## src/rtl/mult_pkg.sv

```systemverilog
// Shared constants, stage control struct and chunk helper for the pipelined multiplier.
package mult_pkg;
  localparam int MULT_DEFAULT_WIDTH  = 32;
  localparam int MULT_DEFAULT_STAGES = 4;
  localparam int MULT_MAX_TAG_W      = 16;

  typedef struct packed {
    logic                      v;
    logic                      neg;
    logic [MULT_MAX_TAG_W-1:0] tag;
  } mult_stage_ctl_t;

  function automatic int mult_chunk(input int width, input int stages);
    return (stages > 0) ? (width / stages) : width;
  endfunction
endpackage

```

## src/rtl/mult_stage.sv

```systemverilog
// One accumulate stage: multiplies a_mag by one chunk of b_mag, shifts it into place
// and adds it to the running product. Only the valid bit is reset.
module mult_stage
  import mult_pkg::*;
#(
  parameter int WIDTH = MULT_DEFAULT_WIDTH,
  parameter int CHUNK = 8,
  parameter int SHIFT = 0
) (
  input  logic               clk,
  input  logic               reset_n,
  input  logic               en,
  input  mult_stage_ctl_t    prev_ctl,
  input  logic [2*WIDTH-1:0] prev_acc,
  input  logic [WIDTH-1:0]   prev_a_mag,
  input  logic [WIDTH-1:0]   prev_b_mag,
  output mult_stage_ctl_t    ctl,
  output logic [2*WIDTH-1:0] acc,
  output logic [WIDTH-1:0]   a_mag,
  output logic [WIDTH-1:0]   b_mag
);
  logic [CHUNK-1:0]   b_chunk;
  logic [2*WIDTH-1:0] a_ext;
  logic [2*WIDTH-1:0] chunk_ext;
  logic [2*WIDTH-1:0] partial;

  // The partial product is at most WIDTH+CHUNK bits and SHIFT <= WIDTH-CHUNK, so it never overflows 2*WIDTH.
  assign b_chunk   = prev_b_mag[SHIFT +: CHUNK];
  assign a_ext     = {{WIDTH{1'b0}}, prev_a_mag};
  assign chunk_ext = {{(2*WIDTH-CHUNK){1'b0}}, b_chunk};
  assign partial   = (a_ext * chunk_ext) << SHIFT;

  always_ff @(posedge clk) begin
    if (!reset_n) begin
      ctl.v <= 1'b0;
    end else if (en) begin
      ctl.v <= prev_ctl.v;
    end
    if (en) begin
      ctl.neg <= prev_ctl.neg;
      ctl.tag <= prev_ctl.tag;
      acc     <= prev_acc + partial;
      a_mag   <= prev_a_mag;
      b_mag   <= prev_b_mag;
    end
  end
endmodule

```

## src/rtl/multiplier_pipelined.sv

```systemverilog
// Fully pipelined WIDTH x WIDTH multiplier with valid/ready flow control and tag passthrough.
// Define MULT_SIGNED_EN to compile in per-operation two's-complement mode (signed_in).
module multiplier_pipelined
  import mult_pkg::*;
#(
  parameter int WIDTH  = MULT_DEFAULT_WIDTH,
  parameter int STAGES = MULT_DEFAULT_STAGES,
  parameter int TAG_W  = 4
) (
  input  logic               clk,
  input  logic               reset_n,
  input  logic               valid_in,
  output logic               ready_in,
  input  logic [WIDTH-1:0]   a,
  input  logic [WIDTH-1:0]   b,
  input  logic               signed_in,
  input  logic [TAG_W-1:0]   tag_in,
  output logic               valid_out,
  input  logic               ready_out,
  output logic [2*WIDTH-1:0] r,
  output logic [TAG_W-1:0]   tag_out
);
  localparam int CHUNK = mult_chunk(WIDTH, STAGES);

  if ((STAGES < 1) || (WIDTH < 2) || (TAG_W < 1) || (TAG_W > MULT_MAX_TAG_W) ||
      ((WIDTH % ((STAGES < 1) ? 1 : STAGES)) != 0)) begin : g_param_check
    $error("multiplier_pipelined: illegal WIDTH/STAGES/TAG_W combination");
  end

  mult_stage_ctl_t    ctl_p   [STAGES+1];
  logic [2*WIDTH-1:0] acc_p   [STAGES+1];
  logic [WIDTH-1:0]   a_mag_p [STAGES+1];
  logic [WIDTH-1:0]   b_mag_p [STAGES+1];
  logic               adv;
  logic               neg_in;
  logic [2*WIDTH-1:0] acc_out;

  // The whole pipeline advances together; a stalled result blocks new operands.
  assign adv      = !valid_out || ready_out;
  assign ready_in = adv;

`ifdef MULT_SIGNED_EN
  logic a_neg;
  logic b_neg;
  assign a_neg      = signed_in && a[WIDTH-1];
  assign b_neg      = signed_in && b[WIDTH-1];
  // Negating the most negative value wraps to 2^(WIDTH-1), which is its correct unsigned magnitude.
  assign a_mag_p[0] = a_neg ? (~a + WIDTH'(1)) : a;
  assign b_mag_p[0] = b_neg ? (~b + WIDTH'(1)) : b;
  assign neg_in     = a_neg ^ b_neg;
  assign acc_out    = ctl_p[STAGES].neg ? (~acc_p[STAGES] + (2*WIDTH)'(1)) : acc_p[STAGES];
`else
  logic unused_signed;
  assign unused_signed = signed_in;
  assign a_mag_p[0]    = a;
  assign b_mag_p[0]    = b;
  assign neg_in        = 1'b0;
  assign acc_out       = acc_p[STAGES];
`endif

  assign ctl_p[0] = '{v: valid_in, neg: neg_in, tag: MULT_MAX_TAG_W'(tag_in)};
  assign acc_p[0] = '0;

  for (genvar k = 0; k < STAGES; k++) begin : g_stage
    mult_stage #(
      .WIDTH(WIDTH),
      .CHUNK(CHUNK),
      .SHIFT(k * CHUNK)
    ) u_stage (
      .clk       (clk),
      .reset_n   (reset_n),
      .en        (adv),
      .prev_ctl  (ctl_p[k]),
      .prev_acc  (acc_p[k]),
      .prev_a_mag(a_mag_p[k]),
      .prev_b_mag(b_mag_p[k]),
      .ctl       (ctl_p[k+1]),
      .acc       (acc_p[k+1]),
      .a_mag     (a_mag_p[k+1]),
      .b_mag     (b_mag_p[k+1])
    );
  end

  // Outputs read zero whenever no result is held, which also covers the reset state.
  assign valid_out = ctl_p[STAGES].v;
  assign r         = ctl_p[STAGES].v ? acc_out : '0;
  assign tag_out   = ctl_p[STAGES].v ? ctl_p[STAGES].tag[TAG_W-1:0] : '0;

  logic unused_tail;
  assign unused_tail = ^{a_mag_p[STAGES], b_mag_p[STAGES], ctl_p[STAGES].tag, ctl_p[STAGES].neg};
endmodule

```

## config.mk

```make
export PLATFORM = sky130hd
export DESIGN_NAME = multiplier_pipelined
export DESIGN_NICKNAME = d
export VERILOG_FILES = /design/src/rtl/mult_pkg.sv /design/src/rtl/mult_stage.sv /design/src/rtl/multiplier_pipelined.sv
export SDC_FILE = /design/constraint.sdc
export NUM_CORES = 2
export LEC_CHECK = 0
export BUFFER_PORTS_ARGS = -buffer_cell sky130_fd_sc_hd__buf_4
export CORE_MARGIN = 5
export CORE_UTILIZATION = 48
export CTS_CLUSTER_DIAMETER = 200
export DETAILED_ROUTE_END_ITERATION = 12
export SYNTH_ARGS = -nofsm -noshare
export SYNTH_HDL_FRONTEND = slang
export SYNTH_SLANG_ARGS = --single-unit
```

## constraint.sdc

```tcl
create_clock -name clk -period 31.5 [get_ports clk]
set_input_delay 3.15 -clock clk [delete_from_list [all_inputs] [get_ports clk]]
set_output_delay 3.15 -clock clk [all_outputs]
set_load 0.005 [all_outputs]
```

# After elaboration in Yosys (flattened, before gate mapping)
# Cells that the tools add are included.
classes:
  add_sub_neg: 3
  mul: 4
  div_mod_pow: 0
  n_lt_le_gt_ge: 0
  n_eq_ne: 0
  n_shift: 0
  n_mux: 2
  bitwise: 0
  n_reduce_logical: 2
op_table:
  columns: ["cell", "count"]
  rows:
  - ["$add 64x64->64", 3]
  - ["$mul 32x8->40", 4]
  - ["$mux 64", 1]
  - ["$mux 4", 1]
  - ["$logic_not 1->1", 1]
  - ["$logic_or 1x1->1", 1]
word_totals:
  register_bits: 468
  latchBits: 0
  mem_bits_rw: 0
  mem_bits_ro: 0
  in_bits: 73
  output_inout_bits: 70
  elab_cells: 29
  mem_count: 0

# Logic depth before layout (Yosys ltp)
depth:
  ltp_word: 2
  mapped_depth: 33
  mapped_depth_nobuf: 31

# Hierarchy
# From an unflattened synthesis, not the netlist that was laid out.
unflattened:
  hier_cells: 5720
  area_unflattened_um2: 59652.2
by_module_without_submodules:
  columns: ["mod", "n_inst", "cells_per_inst", "area_each_um2", "seq_area_each_um2"]
  rows:
  - ["mult_stage at g_stage[1].u_stage", 1, 1551, 15606.2, 4374.2]
  - ["mult_stage at g_stage[2].u_stage", 1, 1432, 14938.1, 4374.2]
  - ["mult_stage at g_stage[3].u_stage", 1, 1317, 14342.5, 4374.2]
  - ["mult_stage at g_stage[0].u_stage", 1, 1343, 14286.2, 4374.2]
  - ["multiplier_pipelined", 1, 77, 479.2, 0.0]

# Worst setup path after synthesis
# OpenSTA, ideal clock, no wires.
synth_timing:
  path_type: "input-to-output"
  startpoint: "input ready_out"
  endpoint: "output ready_in"
  arrival_ns: 13.422
  required_ns: 28.350
  slack_ns: 14.928
  path_stages: 2
  path_buffers: 1
  path_cell_list: "nand2b_1 > clkbuf_1"
synth_via:
  elab_chain_cells: 1
synth_rtl:
  columns: ["element", "line", "source"]
  rows:
  - ["start, declared", "multiplier_pipelined.sv:19", "input logic ready_out,"]
  - ["$logic_or 1x1->1", "multiplier_pipelined.sv:39", "assign adv = !valid_out || ready_out;"]
  - ["end, declared", "multiplier_pipelined.sv:13", "output logic ready_in,"]
# Every way passes these cells.

# Worst setup path after layout
layout_timing:
  startpoint: "input b[2]"
  endpoint: "register g_stage[0].u_stage.acc[38], data pin"
layout_via:
  elab_chain_cells: 1
layout_rtl:
  columns: ["element", "line", "source"]
  rows:
  - ["start, declared", "multiplier_pipelined.sv:15", "input logic [WIDTH-1:0] b,"]
  - ["$mul 32x8->40", "mult_stage.sv:31", "assign partial = (a_ext * chunk_ext) << SHIFT;"]
  - ["named net g_stage[0].u_stage.partial[38]", "mult_stage.sv:25", "logic [2*WIDTH-1:0] partial;"]
  - ["end signal, assigned", "mult_stage.sv:42", "acc <= prev_acc + partial;"]
  - ["end, declared", "mult_stage.sv:18", "output logic [2*WIDTH-1:0] acc,"]
# The timed path passes the listed nets, and every way through them passes these cells.
# A chain may end at the register's enable or synchronous reset.

==> reports/qor.csv <==
metric,value,unit
CP peak stage delay,0.55,ns
fin crit period,8.311,ns
share of post-route cells with drive strength above 1,0.05444,
DPL Wire Length,87.72,mm
Antenna Cells,0,
die height,326.5,µm
CP max FO,32,
min-delay worst type,register to register,
asr flop ratio synth,0,
Setup WS pre-CTS,22.56,ns
Multi-input gate area,33810,µm²
GR Util All Layers,0.2128,
placed cell areas,50480,µm²
FP Rows,116,
post-synth top area share,0.3010,
Port Buffers,141,
final worst-path setup slack,23.19,ns
number of enable flip-flop cells after synthesis,370,
clock sink count,374,
global-route wire length before repair,184.8,mm
crit path capture type,register,
IO Count,143,
layout filler cell count,9096,
CP most frequent cell,fa_1,
cts bufs inserted,42,
clk buf depth,3,
Clock Skews,0.02800,ns
Post-CTS Setup Inserts,0,
CTS H-tree lvls,2,
design area,51920,µm²
core area,99710,µm²
Final ANT Viol Nets,0,
remaining routing DRC violations,0,
status,"finished, final reports clean",
Syn Area/Cell,10.06,µm²
synthesized instance count,4779,
Max Slew Vio Count,0,
"Reg clk slew, reported paths",0.06,ns
"Area growth, synth to finish",7.958,%
"most common cell after layout, fill and taps aside",and2_1,
crit path DAT,8.66,ns
sequential area share after synthesis,0.2327,
Netlist cell types,69,
die area,106600,µm²
"Cell Area, Synth",48090,µm²
FF/Latch Area,11190,µm²
startpoint class of the critical path,input pin,
CTS root buffer,clkbuf_16,
Syn Nets,5929,
Setup TNS,0,ns
vias in the first global route,35321,
post-CTS sizing,0,
fmax,120.3,MHz
nets,6003,
via count,33041,
Max Cap Viol,0,
WS Path Type,input pin to register,
"area leader, netlist",fa_1,
routed length per instance,17.97,µm
hold buffer count at cts,0,
Worst-Margin Slew,0.9070,ns
fin crit share,0.2638,
CTS tree,done,
final setup fails,0,
final WL,111.1,mm
width of the die,326.5,µm
Final Hold Vio Count,0,
final RePlAce weighted congestion,0.8725,
initial antenna violation count,0,
Synth area leaders,"fa_1, edfxtp_1, and2_1",
Worst Path Required,31.85,ns
Min Hold Slack,0.4110,ns
largest net degree at the start of global routing,73,
YS warnings,0,
1st-iter DRT viols,1545,
CP max stage cell,fa_1,
Max-slew headroom,0.3953,
"commonest cells after routing, fill and taps aside","and2_1, fa_1, inv_1, nand2_1, edfxtp_1",
grt total ovfl,0,
Starting Density,0.4823,
Most used DFF post-synth,edfxtp_1,
"flops & latches, synth",374,
"Clk Latency, worst-skew pair",0.61,ns
RSZ-0062 raised after global routing,no,
DR pass1 iterations,7,
critical-path cell list,buf_4 -> nand2_1 -> fa_1 -> fa_1 -> inv_1 -> fa_1 -> inv_1 -> fa_1 -> inv_1 -> ha_1 -> and4b_1 -> o21ai_0 -> a21oi_1 -> a41oi_1 -> o21ai_0 -> a31o_2 -> o211a_1 -> a211o_1 -> a21oi_1 -> xnor2_1,
Avg Vias per Cell,5.343,
-- sequential cells by signal, summed over array words and instances (netlist names) --
register               flops
g_stage.u_stage.ctl       20
g_stage.u_stage.a_mag     96
g_stage.u_stage.b_mag     48
g_stage.u_stage.acc      210
-- synthesized netlist by cell type, types with 5 or more instances --
library cell	number
o211ai_1	12
a21oi_1	218
o21a_1	27
fa_1	723
a31oi_1	25
nand3_1	33
o31ai_1	9
edfxtp_1	370
nand2b_1	29
a221o_1	5
xnor2_1	154
nand2_1	473
a21boi_0	8
and4_1	7
o21bai_1	35
nor3_1	27
and2_1	757
ha_1	354
o2111ai_1	5
a211oi_1	27
buf_1	5
nor2_1	113
a21o_1	138
and3_1	30
or2_2	9
xor2_1	85
nand4_1	32
or3_1	8
o21ai_0	117
clkbuf_1	134
a221oi_1	6
inv_1	684
o22ai_1	5
nor2b_1	31
a211o_1	6
a31o_2	11
-- critical path: cells and delay by family --
family	cells	cell delay, ns
xor gates and xnor gates	1	0.08
and+or+nand+nor	2	0.37
buffers and inverters	4	0.45
AOI/OAI and AO/OA	8	2.23
adders and majority gates	5	2.35
-- path summary, 6_finish.rpt --
kind | from | endpoint | slack (ns) | cells after the start
setup reg to reg | g_stage[0].u_stage.a_mag[8] | g_stage[1].u_stage.acc[35] | 23.35 | 28
setup / recovery | b[2] | g_stage[0].u_stage.acc[38] | 23.19 | 20
hold reg to reg | g_stage[0].u_stage.b_mag[23] | g_stage[1].u_stage.b_mag[23] | 0.41 | 0
hold / removal | g_stage[0].u_stage.b_mag[23] | g_stage[1].u_stage.b_mag[23] | 0.41 | 0
-- kinds of logic after synthesis --
family	synth area share
buf+inv	0.06444
fa+ha+maj	0.3931
xor+xnor	0.04353
flops	0.2327
simple gates	0.1736
mux	0.0008326
compound gates	0.09181
-- metal layers --
metal	global-route usage	vias to the layer above	share of wire
met5	0	-	0
met2	0.3697	546	0.49
li1	-	15586	-
met1	0.2886	16758	0.45
met3	0.02640	151	0.037
met4	0.04623	0	0.022
-- layout make-up --
class | count | area share
multi-input cells | 3580 | 0.6512
flip-flops and latches | 374 | 0.2156
inverters | 684 | 0.04945
well taps | 1298 | 0.03128
repair buffers | 171 | 0.02473
clock buffers | 47 | 0.02060
clock inverters | 30 | 0.007181
-- through the flow --
step,utilization,instances
global placement,0.5062,6107
finish,0.5207,6184
floorplan,-,4779
CTS,0.5207,6184
global route,0.5207,6184
detailed placement,0.5062,6107
Power is left out: the tool's default activity adds up to more than one toggle a clock period on the data nets, which glitch-free logic cannot reach.
